### src/rtl/lsu_pkg.sv
// Shared constants and types for the load/store unit.
// Imported by the interface, lane logic and the lsu top.
package lsu_pkg;

    localparam int CPU_WIDTH       = 32;
    localparam int DMEM_BE_WIDTH   = 4;
    localparam int LSU_STATE_WIDTH = 2;

    typedef enum logic [LSU_STATE_WIDTH-1:0] {
        LSU_IDLE = 2'd0,
        LSU_WAIT = 2'd1,
        LSU_RESP = 2'd2
    } lsu_state_e;

    localparam logic [2:0] F3_LB  = 3'b000;
    localparam logic [2:0] F3_LH  = 3'b001;
    localparam logic [2:0] F3_LW  = 3'b010;
    localparam logic [2:0] F3_LBU = 3'b100;
    localparam logic [2:0] F3_LHU = 3'b101;
    localparam logic [2:0] F3_SB  = 3'b000;
    localparam logic [2:0] F3_SH  = 3'b001;
    localparam logic [2:0] F3_SW  = 3'b010;

endpackage

### src/rtl/lsu_if.sv
// Core-side request/response bundle and data-memory bus bundle.
// master drives the request, slave answers it.
interface lsu_req_if
    import lsu_pkg::*;
#(
    parameter int XLEN = CPU_WIDTH
);
    logic            req_valid;
    logic            req_ready;
    logic            req_load;
    logic            req_store;
    logic [2:0]      req_funct3;
    logic [XLEN-1:0] req_addr;
    logic [XLEN-1:0] req_wdata;
    logic            resp_valid;
    logic [XLEN-1:0] resp_rdata;
    logic            resp_fault;

    modport master (
        output req_valid, req_load, req_store,
        output req_funct3, req_addr, req_wdata,
        input  req_ready, resp_valid, resp_rdata, resp_fault
    );

    modport slave (
        input  req_valid, req_load, req_store,
        input  req_funct3, req_addr, req_wdata,
        output req_ready, resp_valid, resp_rdata, resp_fault
    );
endinterface

interface lsu_dmem_if
    import lsu_pkg::*;
#(
    parameter int XLEN = CPU_WIDTH
);
    logic                     dmem_req;
    logic                     dmem_we;
    logic [XLEN-1:0]          dmem_addr;
    logic [DMEM_BE_WIDTH-1:0] dmem_be;
    logic [XLEN-1:0]          dmem_wdata;
    logic                     dmem_ack;
    logic [XLEN-1:0]          dmem_rdata;

    modport master (
        output dmem_req, dmem_we, dmem_addr, dmem_be, dmem_wdata,
        input  dmem_ack, dmem_rdata
    );

    modport slave (
        input  dmem_req, dmem_we, dmem_addr, dmem_be, dmem_wdata,
        output dmem_ack, dmem_rdata
    );
endinterface

### src/rtl/lsu_lane.sv
// Byte-lane steering, byte enables, load extension and legality check.
// Purely combinational; the lsu top registers everything it produces.
module lsu_lane
    import lsu_pkg::*;
(
    input  logic                     load_i,
    input  logic                     store_i,
    input  logic [2:0]               funct3_i,
    input  logic [1:0]               addr_lo_i,
    input  logic [CPU_WIDTH-1:0]     wdata_i,
    input  logic [CPU_WIDTH-1:0]     rdata_i,
    output logic                     legal_o,
    output logic [DMEM_BE_WIDTH-1:0] be_o,
    output logic [CPU_WIDTH-1:0]     wdata_o,
    output logic [CPU_WIDTH-1:0]     rdata_o
);

    logic [CPU_WIDTH-1:0] shifted;
    logic                 is_byte;
    logic                 is_half;
    logic                 f3_ok;
    logic                 misal;

    assign is_byte = (funct3_i[1:0] == 2'b00);
    assign is_half = (funct3_i[1:0] == 2'b01);

    always_comb begin
        be_o    = 4'b1111;
        wdata_o = wdata_i;
        unique case (1'b1)
            is_byte: begin
                be_o    = 4'b0001 << addr_lo_i;
                wdata_o = {4{wdata_i[7:0]}};
            end
            is_half: begin
                be_o    = 4'b0011 << addr_lo_i;
                wdata_o = {2{wdata_i[15:0]}};
            end
            default: ;
        endcase
    end

    always_comb begin
        shifted = rdata_i >> {addr_lo_i, 3'b000};
        rdata_o = shifted;
        case (funct3_i)
            F3_LB:   rdata_o = {{24{shifted[7]}}, shifted[7:0]};
            F3_LH:   rdata_o = {{16{shifted[15]}}, shifted[15:0]};
            F3_LBU:  rdata_o = {24'd0, shifted[7:0]};
            F3_LHU:  rdata_o = {16'd0, shifted[15:0]};
            default: rdata_o = shifted;
        endcase
    end

    always_comb begin
        if (load_i) begin
            f3_ok = funct3_i inside {F3_LB, F3_LH, F3_LW, F3_LBU, F3_LHU};
        end else begin
            f3_ok = funct3_i inside {F3_SB, F3_SH, F3_SW};
        end
        misal = (is_half && addr_lo_i[0]) ||
                ((funct3_i[1:0] == 2'b10) && (addr_lo_i != 2'b00));
        legal_o = (load_i ^ store_i) && f3_ok && !misal;
    end

endmodule

### src/rtl/lsu.sv
// Load/store unit: one data-memory transaction per accepted request.
// FSM and all registered outputs; lane logic lives in lsu_lane.
module lsu
    import lsu_pkg::*;
#(
    parameter int XLEN = CPU_WIDTH
)(
    input  logic       clk,
    input  logic       rst_n,
    lsu_req_if.slave   req,
    lsu_dmem_if.master dmem
);

    lsu_state_e                state_q;
    logic                      load_q;
    logic [2:0]                funct3_q;
    logic [1:0]                addr_lo_q;
    logic                      resp_valid_q;
    logic                      resp_fault_q;
    logic [XLEN-1:0]           resp_rdata_q;
    logic                      dmem_req_q;
    logic                      dmem_we_q;
    logic [XLEN-1:0]           dmem_addr_q;
    logic [DMEM_BE_WIDTH-1:0]  dmem_be_q;
    logic [XLEN-1:0]           dmem_wdata_q;

    logic                      idle;
    logic                      legal_d;
    logic [DMEM_BE_WIDTH-1:0]  be_d;
    logic [XLEN-1:0]           wdata_d;
    logic [XLEN-1:0]           rdata_d;

    assign idle = (state_q == LSU_IDLE);

    // In IDLE the lane decodes the incoming request; afterwards it
    // formats the returning word from the latched size and offset.
    lsu_lane u_lane (
        .load_i    (idle ? req.req_load : load_q),
        .store_i   (idle ? req.req_store : ~load_q),
        .funct3_i  (idle ? req.req_funct3 : funct3_q),
        .addr_lo_i (idle ? req.req_addr[1:0] : addr_lo_q),
        .wdata_i   (req.req_wdata),
        .rdata_i   (dmem.dmem_rdata),
        .legal_o   (legal_d),
        .be_o      (be_d),
        .wdata_o   (wdata_d),
        .rdata_o   (rdata_d)
    );

    always_ff @(posedge clk) begin
        if (!rst_n) begin
            state_q      <= LSU_IDLE;
            load_q       <= 1'b0;
            funct3_q     <= 3'd0;
            addr_lo_q    <= 2'd0;
            resp_valid_q <= 1'b0;
            resp_fault_q <= 1'b0;
            resp_rdata_q <= '0;
            dmem_req_q   <= 1'b0;
            dmem_we_q    <= 1'b0;
            dmem_addr_q  <= '0;
            dmem_be_q    <= '0;
            dmem_wdata_q <= '0;
        end else begin
            unique case (state_q)
                LSU_IDLE: begin
                    if (req.req_valid) begin
                        load_q    <= req.req_load;
                        funct3_q  <= req.req_funct3;
                        addr_lo_q <= req.req_addr[1:0];
                        if (legal_d) begin
                            dmem_req_q   <= 1'b1;
                            dmem_we_q    <= req.req_store;
                            dmem_addr_q  <= {req.req_addr[XLEN-1:2], 2'b00};
                            dmem_be_q    <= be_d;
                            dmem_wdata_q <= wdata_d;
                            state_q      <= LSU_WAIT;
                        end else begin
                            resp_valid_q <= 1'b1;
                            resp_fault_q <= 1'b1;
                            resp_rdata_q <= '0;
                            state_q      <= LSU_RESP;
                        end
                    end
                end
                LSU_WAIT: begin
                    if (dmem.dmem_ack) begin
                        dmem_req_q   <= 1'b0;
                        resp_valid_q <= 1'b1;
                        resp_fault_q <= 1'b0;
                        resp_rdata_q <= load_q ? rdata_d : '0;
                        state_q      <= LSU_RESP;
                    end
                end
                LSU_RESP: begin
                    resp_valid_q <= 1'b0;
                    resp_fault_q <= 1'b0;
                    resp_rdata_q <= '0;
                    state_q      <= LSU_IDLE;
                end
                default: state_q <= LSU_IDLE;
            endcase
        end
    end

    assign req.req_ready    = idle;
    assign req.resp_valid   = resp_valid_q;
    assign req.resp_fault   = resp_fault_q;
    assign req.resp_rdata   = resp_rdata_q;
    assign dmem.dmem_req    = dmem_req_q;
    assign dmem.dmem_we     = dmem_we_q;
    assign dmem.dmem_addr   = dmem_addr_q;
    assign dmem.dmem_be     = dmem_be_q;
    assign dmem.dmem_wdata  = dmem_wdata_q;

endmodule

### src/flat_wrapper.sv
// flat-port wrapper written by rule: the top's interface ports become plain ports
module lsu_flat import lsu_pkg::*;
#(
    parameter int XLEN = CPU_WIDTH
)
  (clk, rst_n, req_req_valid, req_req_load, req_req_store, req_req_funct3, req_req_addr, req_req_wdata, req_req_ready, req_resp_valid, req_resp_rdata, req_resp_fault, dmem_dmem_req, dmem_dmem_we, dmem_dmem_addr, dmem_dmem_be, dmem_dmem_wdata, dmem_dmem_ack, dmem_dmem_rdata);
  lsu_req_if #(.XLEN(XLEN)) req_i ();
  lsu_dmem_if #(.XLEN(XLEN)) dmem_i ();
  input  logic clk;
  input  logic rst_n;
  input wire logic [$bits(req_i.req_valid)-1:0] req_req_valid;
  input wire logic [$bits(req_i.req_load)-1:0] req_req_load;
  input wire logic [$bits(req_i.req_store)-1:0] req_req_store;
  input wire logic [$bits(req_i.req_funct3)-1:0] req_req_funct3;
  input wire logic [$bits(req_i.req_addr)-1:0] req_req_addr;
  input wire logic [$bits(req_i.req_wdata)-1:0] req_req_wdata;
  output wire logic [$bits(req_i.req_ready)-1:0] req_req_ready;
  output wire logic [$bits(req_i.resp_valid)-1:0] req_resp_valid;
  output wire logic [$bits(req_i.resp_rdata)-1:0] req_resp_rdata;
  output wire logic [$bits(req_i.resp_fault)-1:0] req_resp_fault;
  output wire logic [$bits(dmem_i.dmem_req)-1:0] dmem_dmem_req;
  output wire logic [$bits(dmem_i.dmem_we)-1:0] dmem_dmem_we;
  output wire logic [$bits(dmem_i.dmem_addr)-1:0] dmem_dmem_addr;
  output wire logic [$bits(dmem_i.dmem_be)-1:0] dmem_dmem_be;
  output wire logic [$bits(dmem_i.dmem_wdata)-1:0] dmem_dmem_wdata;
  input wire logic [$bits(dmem_i.dmem_ack)-1:0] dmem_dmem_ack;
  input wire logic [$bits(dmem_i.dmem_rdata)-1:0] dmem_dmem_rdata;
  assign req_i.req_valid = req_req_valid;
  assign req_i.req_load = req_req_load;
  assign req_i.req_store = req_req_store;
  assign req_i.req_funct3 = req_req_funct3;
  assign req_i.req_addr = req_req_addr;
  assign req_i.req_wdata = req_req_wdata;
  assign req_req_ready = req_i.req_ready;
  assign req_resp_valid = req_i.resp_valid;
  assign req_resp_rdata = req_i.resp_rdata;
  assign req_resp_fault = req_i.resp_fault;
  assign dmem_dmem_req = dmem_i.dmem_req;
  assign dmem_dmem_we = dmem_i.dmem_we;
  assign dmem_dmem_addr = dmem_i.dmem_addr;
  assign dmem_dmem_be = dmem_i.dmem_be;
  assign dmem_dmem_wdata = dmem_i.dmem_wdata;
  assign dmem_i.dmem_ack = dmem_dmem_ack;
  assign dmem_i.dmem_rdata = dmem_dmem_rdata;
  lsu #(.XLEN(XLEN)) u_core (.clk(clk), .rst_n(rst_n), .req(req_i), .dmem(dmem_i));
endmodule
### config.mk
export PLATFORM = sky130hd
export DESIGN_NAME = lsu_flat
export DESIGN_NICKNAME = d
export VERILOG_FILES = /design/src/rtl/lsu_pkg.sv /design/src/rtl/lsu_if.sv /design/src/rtl/lsu_lane.sv /design/src/rtl/lsu.sv /design/src/flat_wrapper.sv
export SDC_FILE = /design/constraint.sdc
export NUM_CORES = 1
export LEC_CHECK = 0
export BUFFER_PORTS_ARGS = -buffer_cell sky130_fd_sc_hd__buf_4
export CAP_MARGIN = 20
export CELL_PAD_IN_SITES_DETAIL_PLACEMENT = 1
export CELL_PAD_IN_SITES_GLOBAL_PLACEMENT = 2
export CORE_UTILIZATION = 26
export DETAILED_ROUTE_END_ITERATION = 16
export GPL_ROUTABILITY_DRIVEN = 0
export GPL_TIMING_DRIVEN = 0
export PLACE_DENSITY = 0.79
export SLEW_MARGIN = 20
export SYNTH_ARGS = -nofsm -noshare
export SYNTH_HDL_FRONTEND = slang
export SYNTH_SLANG_ARGS = --single-unit
### constraint.sdc
create_clock -name clk -period 2.6 [get_ports clk]
set_clock_uncertainty 0.2 [all_clocks]
set_input_delay 0.26 -clock clk [delete_from_list [all_inputs] [get_ports clk]]
set_output_delay 0.26 -clock clk [all_outputs]
set_load 0.1 [all_outputs]
# Word-level counts from Yosys, hierarchy flattened
# Cells that the tools add are included.
dict set report word_totals {
  regBits 110
  inputBits 105
  out_inout_bits 105
  word_cells 74
}
dict set report op_classes {
  n_eq_ne 12
  n_shift 3
  n_mux 26
  bitwise_logic 2
  reduce_logical 19
}
# operator count
set op_table {}
lappend op_table {{2-to-1 mux 32 bit} 4}
lappend op_table {{one-hot mux 32 bit (4 select lines)} 1}
lappend op_table {{one-hot mux 32 bit (3 select lines)} 1}
lappend op_table {{one-hot mux 32 bit (2 select lines)} 1}
lappend op_table {{right shift 32 x 5 -> 32 bit} 1}
lappend op_table {{2-to-1 mux 1 bit} 9}
lappend op_table {{2-to-1 mux 2 bit} 4}
lappend op_table {{!= test 2 bit, second input constant} 4}
lappend op_table {{one-hot mux 4 bit (2 select lines)} 1}
lappend op_table {{AND reduction 4 bit} 2}
lappend op_table {{equality test 3 bit, second input constant} 2}
lappend op_table {{one-hot mux 1 bit (3 select lines)} 2}
lappend op_table {{nonzero test 3 bit} 2}
lappend op_table {{nonzero test 5 bit} 1}
lappend op_table {{equality test 2 x 1 -> 1 bit, second input constant} 2}
lappend op_table {{equality test 2 bit, second input constant} 2}
lappend op_table {{logical AND 1 bit} 4}
lappend op_table {{logical NOT 2 bit} 2}
lappend op_table {{one-hot mux 2 bit (2 select lines)} 1}
lappend op_table {{AND reduction 2 bit} 2}
lappend op_table {{nonzero test 2 bit} 2}
lappend op_table {{left shift 1 x 2 -> 4 bit, first input constant} 1}
lappend op_table {{left shift 2 x 2 -> 4 bit, first input constant} 1}
lappend op_table {{equality test 3 x 1 -> 1 bit, second input constant} 1}
lappend op_table {{9 further kinds} 9}

# Depth between registers and ports, before layout
dict set report logic_depth {
  word_depth 10
  depth_mapped 10
}

# Cells and area by module
# From an unflattened synthesis, not the netlist that was laid out.
dict set report unflattened {
  hier_cells 704
  hier_area_um2 5526.6
}
# mod instances cells_per_inst area_each_um2 seq_area_each_um2
set modules_own_cells {}
lappend modules_own_cells {lsu 1 511 4230.3 2202.1}
lappend modules_own_cells {lsu_lane 1 193 1296.2 0.0}

# Least setup slack after synthesis
# OpenSTA, ideal clock, no wires.
dict set report synth_path {
  path_kind {register to register}
  start {register u_core.state_q[0]}
  end {register u_core.resp_rdata_q[22] (netlist: u_core.req.resp_rdata[22])}
  arrival_time_ns 2.810
  slack_ns -0.538
  stages_incl_launch_ff 11
  n_path_buf 3
  synth_period_minus_slack_ns 3.138
  path_cell_list {dfxtp_1 inv_1 ha_1 buf_6 mux2_4 mux2_4 a2bb2o_4 buf_4 a2bb2oi_4 buf_6 o21ai_0}
}
dict set report synth_between {
  elab_chain_len 9
  word_cells_on_any_way 35
  cone_classes {eq/ne: 11; shift: 1; mux: 9; bitwise: 1; reduce/logical: 13}
}
# element line
set synth_lines {}
lappend synth_lines {{start, declared} lsu.sv:14} ;# lsu_state_e state_q;
lappend synth_lines {{start signal, assigned} lsu.sv:52} ;# state_q <= LSU_IDLE;
lappend synth_lines {{start signal, assigned} lsu.sv:77} ;# state_q <= LSU_WAIT;
lappend synth_lines {{start signal, assigned} lsu.sv:82} ;# state_q <= LSU_RESP;
lappend synth_lines {{logical NOT 2 bit (*)} lsu.sv:33} ;# assign idle = (state_q == LSU_IDLE);
lappend synth_lines {{net req_req_ready} flat_wrapper.sv:17} ;# output wire logic [$bits(req_i.req_ready)-1:0] req_req_ready;
lappend synth_lines {{branches (longest 8 deep; another with right shift 32 x 5 -> 32 bit)} n/a}
lappend synth_lines {{end signal, assigned} lsu.sv:91} ;# resp_rdata_q <= load_q ? rdata_d : '0;
lappend synth_lines {{end, declared} lsu.sv:20} ;# logic [XLEN-1:0] resp_rdata_q;
# Mark *: on every way through the listed nets, which the timed path passes. The select of a mux whose other input is x is not followed.
# A chain may end at the register's enable or synchronous reset.

# Worst setup path after layout
dict set report layout_path {
  start {register u_core.state_q[1]}
  end {register u_core.resp_rdata_q[26] (netlist: u_core.req.resp_rdata[26])}
}
dict set report layout_between {
  elab_chain_len 9
  word_cells_on_any_way 35
  cone_classes {eq/ne: 11; shift: 1; mux: 9; bitwise: 1; reduce/logical: 13}
}
# element
set layout_lines {}
lappend layout_lines {{branches (longest 9 deep; another with right shift 32 x 5 -> 32 bit)}}
# Parallel ways; which one is timed is not known. The select of a mux whose other input is x is not followed.

==> flow_summary.toml <==
[outcome]
status = "finished, final reports clean"

[routing]
routed_wl_mm = 20.72
first_pass_iters = 4
drt_iter0_drc = 185
drtAntennaViolNets = 0
via_count = 5663
drc_errors = 0
viasPerCell = 5.025
post_drt_wl_per_cell_um = 18.38

[die]
die-height_um = 139.5
die-area_mm2 = 0.01947
fp.dieW_um = 139.5
initial_core_util_pct = 26.92
core_area_mm2 = 0.01827
rows = 49
ioPinCount = 210

[sta]
fmax_mhz = 402.9
rsz0062_at_grt = "true"
setup_tns_ps = 0
worst_pin_slew_ps = 658.9
hold_viol = 0
finalCritPeriodShare_pct = 95.46
min_period_ps = 2482
layout_setup_ws_ps = 118.2
drv_slew = 0
relSlewSlack_pct = 54.82
setup_viol = 0

[clock_network]
tritoncts = "yes"
ctsRootBufferMaster = "clkbuf_16"
clockBufferDepth = 2
cts.sinks = 110
cts_inserted_buffers = 9
clkSlewWorstSetupHoldPaths_ps = 80
clk_latency_ps = 360
htreeDepth = 3

[setup_path]
cp-start-kind = "flip-flop"
critical_path_class = "flip-flop to flip-flop"
crit_arrival_ps = 2530
cp_cell_sequence = "inv_2 -> ha_4 -> buf_6 -> mux2_4 -> mux2_4 -> a2bb2o_4 -> buf_6 -> a2bb2oi_4 -> buf_6 -> o21ai_0"
cpPeakStageDelay_ps = 360
crit_slowest_cell = "dfxtp_2"
crit_path_end_kind = "flip-flop"
worst_ep_required_time_ps = 2640
worst-path-max-fanout = 10
crit_top_cell = "buf_6"

[synthesis]
seq_area_frac_synth_pct = 44.77
synth_cell_types = 53
ys_ff_latch = 110
netlist_area_mm2 = 0.004918
synth.avg_cell_area_um2 = 8.184
ys_warn_count = 0
synth_cells = 601

[flow_run]
maxCapViolations = 0

[cells_and_area]
layout_commonest_cell = "buf_4"
nFillCells = 2171
fin_util_pct = 43.37
instances_no_fill = 1127
area_growth_pct = 61.10
nets = 1001
insertedDiodeCount = 0
layout_common_cells = "215 x buf_4, 173 x nand2_1, 108 x dfxtp_1"
layout-drive-gt1-share_pct = 32.18

[global_routing]
grt_max_degree = 20
grtUsageTotal_pct = 21.42
grt_pass1_vias = 5964
grt_overflow = 0
antenna_found_initial = 0
grt_pass1_wl_mm = 32.78

[place]
dp_worst_setup_slack_ps = -160.7
placedCellCount = 1037
port_buffers = 206
dpl.hpwl_mm = 15.56

[min_path]
hold_class = "input pin to flip-flop"

[pwr]
power.density_mw_per_mm2 = 574.2
power.static_leakage_uw = 0.003364
ir_drop_v = 0.0003272
## worst paths after layout
check | startpoint | end | slack (ps) | cells past startpoint
worst min-delay path | req_req_wdata[9] | u_core.dmem.dmem_wdata[9] | 10 | 3
worst max-delay path | u_core.state_q[1] | u_core.req.resp_rdata[26] | 120 | 10
worst min register to register | u_core.dmem.dmem_wdata[5] | u_core.dmem.dmem_wdata[5] | 260 | 2
worst max register to register | u_core.state_q[1] | u_core.req.resp_rdata[26] | 120 | 10
## what timing repair did
action / in CTS / in global routing
hold buffers: 68 / 0
gates resized for setup: 9 / 32
setup buffers: 1 / 5
pin swaps: 0 / 2
hold endpoints to repair: 68 / 0
gates cloned: 0 / 0
endpoints found under the setup margin: 80 / 96
## registers in the layout, summed over array words and instances (netlist names)
signal                  cells
u_core.req.resp_rdata      32
u_core.dmem.dmem_be         4
u_core.dmem.dmem_addr      30
u_core.funct3_q             3
u_core.load_q               1
u_core.state_q              2
u_core.addr_lo_q            2
u_core.dmem.dmem_we         1
u_core.dmem.dmem_req        1
u_core.req.resp_fault       1
u_core.dmem.dmem_wdata     32
u_core.req.resp_valid       1
## cells in the mapped netlist, drive strengths merged
cell type  count  share of area (%)
nor4           1               0.25
inv            7               0.53
a2bb2oi        4                1.1
a32oi         16                2.8
o31a           2               0.36
nand3b         1               0.15
or4            1               0.15
o22a           1               0.18
or2            1               0.13
mux2i         10                2.1
nor4b          1               0.18
a311oi        26                4.6
a32o           5                1.0
a2bb2o         1               0.41
a22oi         16                2.4
o41a           1               0.23
xor2           1               0.18
nor2          42                3.3
o2bb2ai        5               0.89
nor2b          3               0.38
a211oi         3               0.56
a21o           1               0.15
ha             3               0.76
nand2        174                 13
nand2b         3               0.38
dfxtp        110                 45
buf           20                2.6
o211a          2               0.41
a21oi         51                5.2
nand3          6               0.61
clkbuf        28                2.1
mux2           7                1.8
conb           1              0.076
o32a           1               0.20
o221a          1               0.23
nand4          1               0.13
a21boi         2               0.31
nor3           6               0.71
o21ai         26                2.6
a31oi          3               0.38
o211ai         3               0.46
o41ai          1               0.33
a22o           3               0.53
## stage by stage
step	power (µW)	cell area [µm²]	hold slack, ps
finish	4550	7924	10.95
CTS	4539	7785	5.720
detailed placement	3056	6771	248.8
global placement	3034	6771	243.1
global route	4757	7924	18.59
floorplan	2644	4938	196.0
## power by group
part | internal [µW] | switching (µW)
registers | 1740 | 36.2
clock network | 672 | 705
logic | 504 | 897
total | 2910 | 1640
## critical path: cells and delay by family, from the launching register on
family	cells	cell delay [ps]
buffers and inverters	4	490
adders and majority gates	1	160
AOI/OAI and AO/OA	3	510
muxes	2	650
DFF	1	360
## routing by layer
layer / GRT usage [%] / up-vias / wire length, µm
met1: 26.07 / 2724 / 8981
li1: - / 2716 / -
met5: 0 / - / 0
met2: 36.92 / 193 / 10030
met4: 7.692 / 0 / 501
met3: 4.886 / 30 / 1207
## cell families after synthesis
group | Yosys count | share of synthesized area [%]
XOR/XNOR | 1 | 0.1781
buffers and inverters | 55 | 5.266
multiplexers | 17 | 3.867
AND/OR/NAND/NOR | 240 | 19.61
AO/OA/AOI/OAI | 174 | 25.46
flip-flops | 110 | 44.77
adder cells (fa/ha/maj) | 3 | 0.7632
other | 1 | 0.07624
## cell type report
| cell class | instances | area, µm² | area share (%) |
|---|---|---|---|
| Buffer | 48 | 251.5 | 3.174 |
| Clock buffer | 10 | 229.0 | 2.890 |
| Clock inverter | 6 | 53.80 | 0.6790 |
| Inverter | 7 | 26.28 | 0.3316 |
| Multi-Input combinational cell | 437 | 2575 | 32.50 |
| Sequential cell | 110 | 2205 | 27.82 |
| Tap cell | 229 | 286.5 | 3.616 |
| Timing Repair Buffer | 280 | 2297 | 28.99 |
Note: power is estimated with default switching activity, not from simulation.
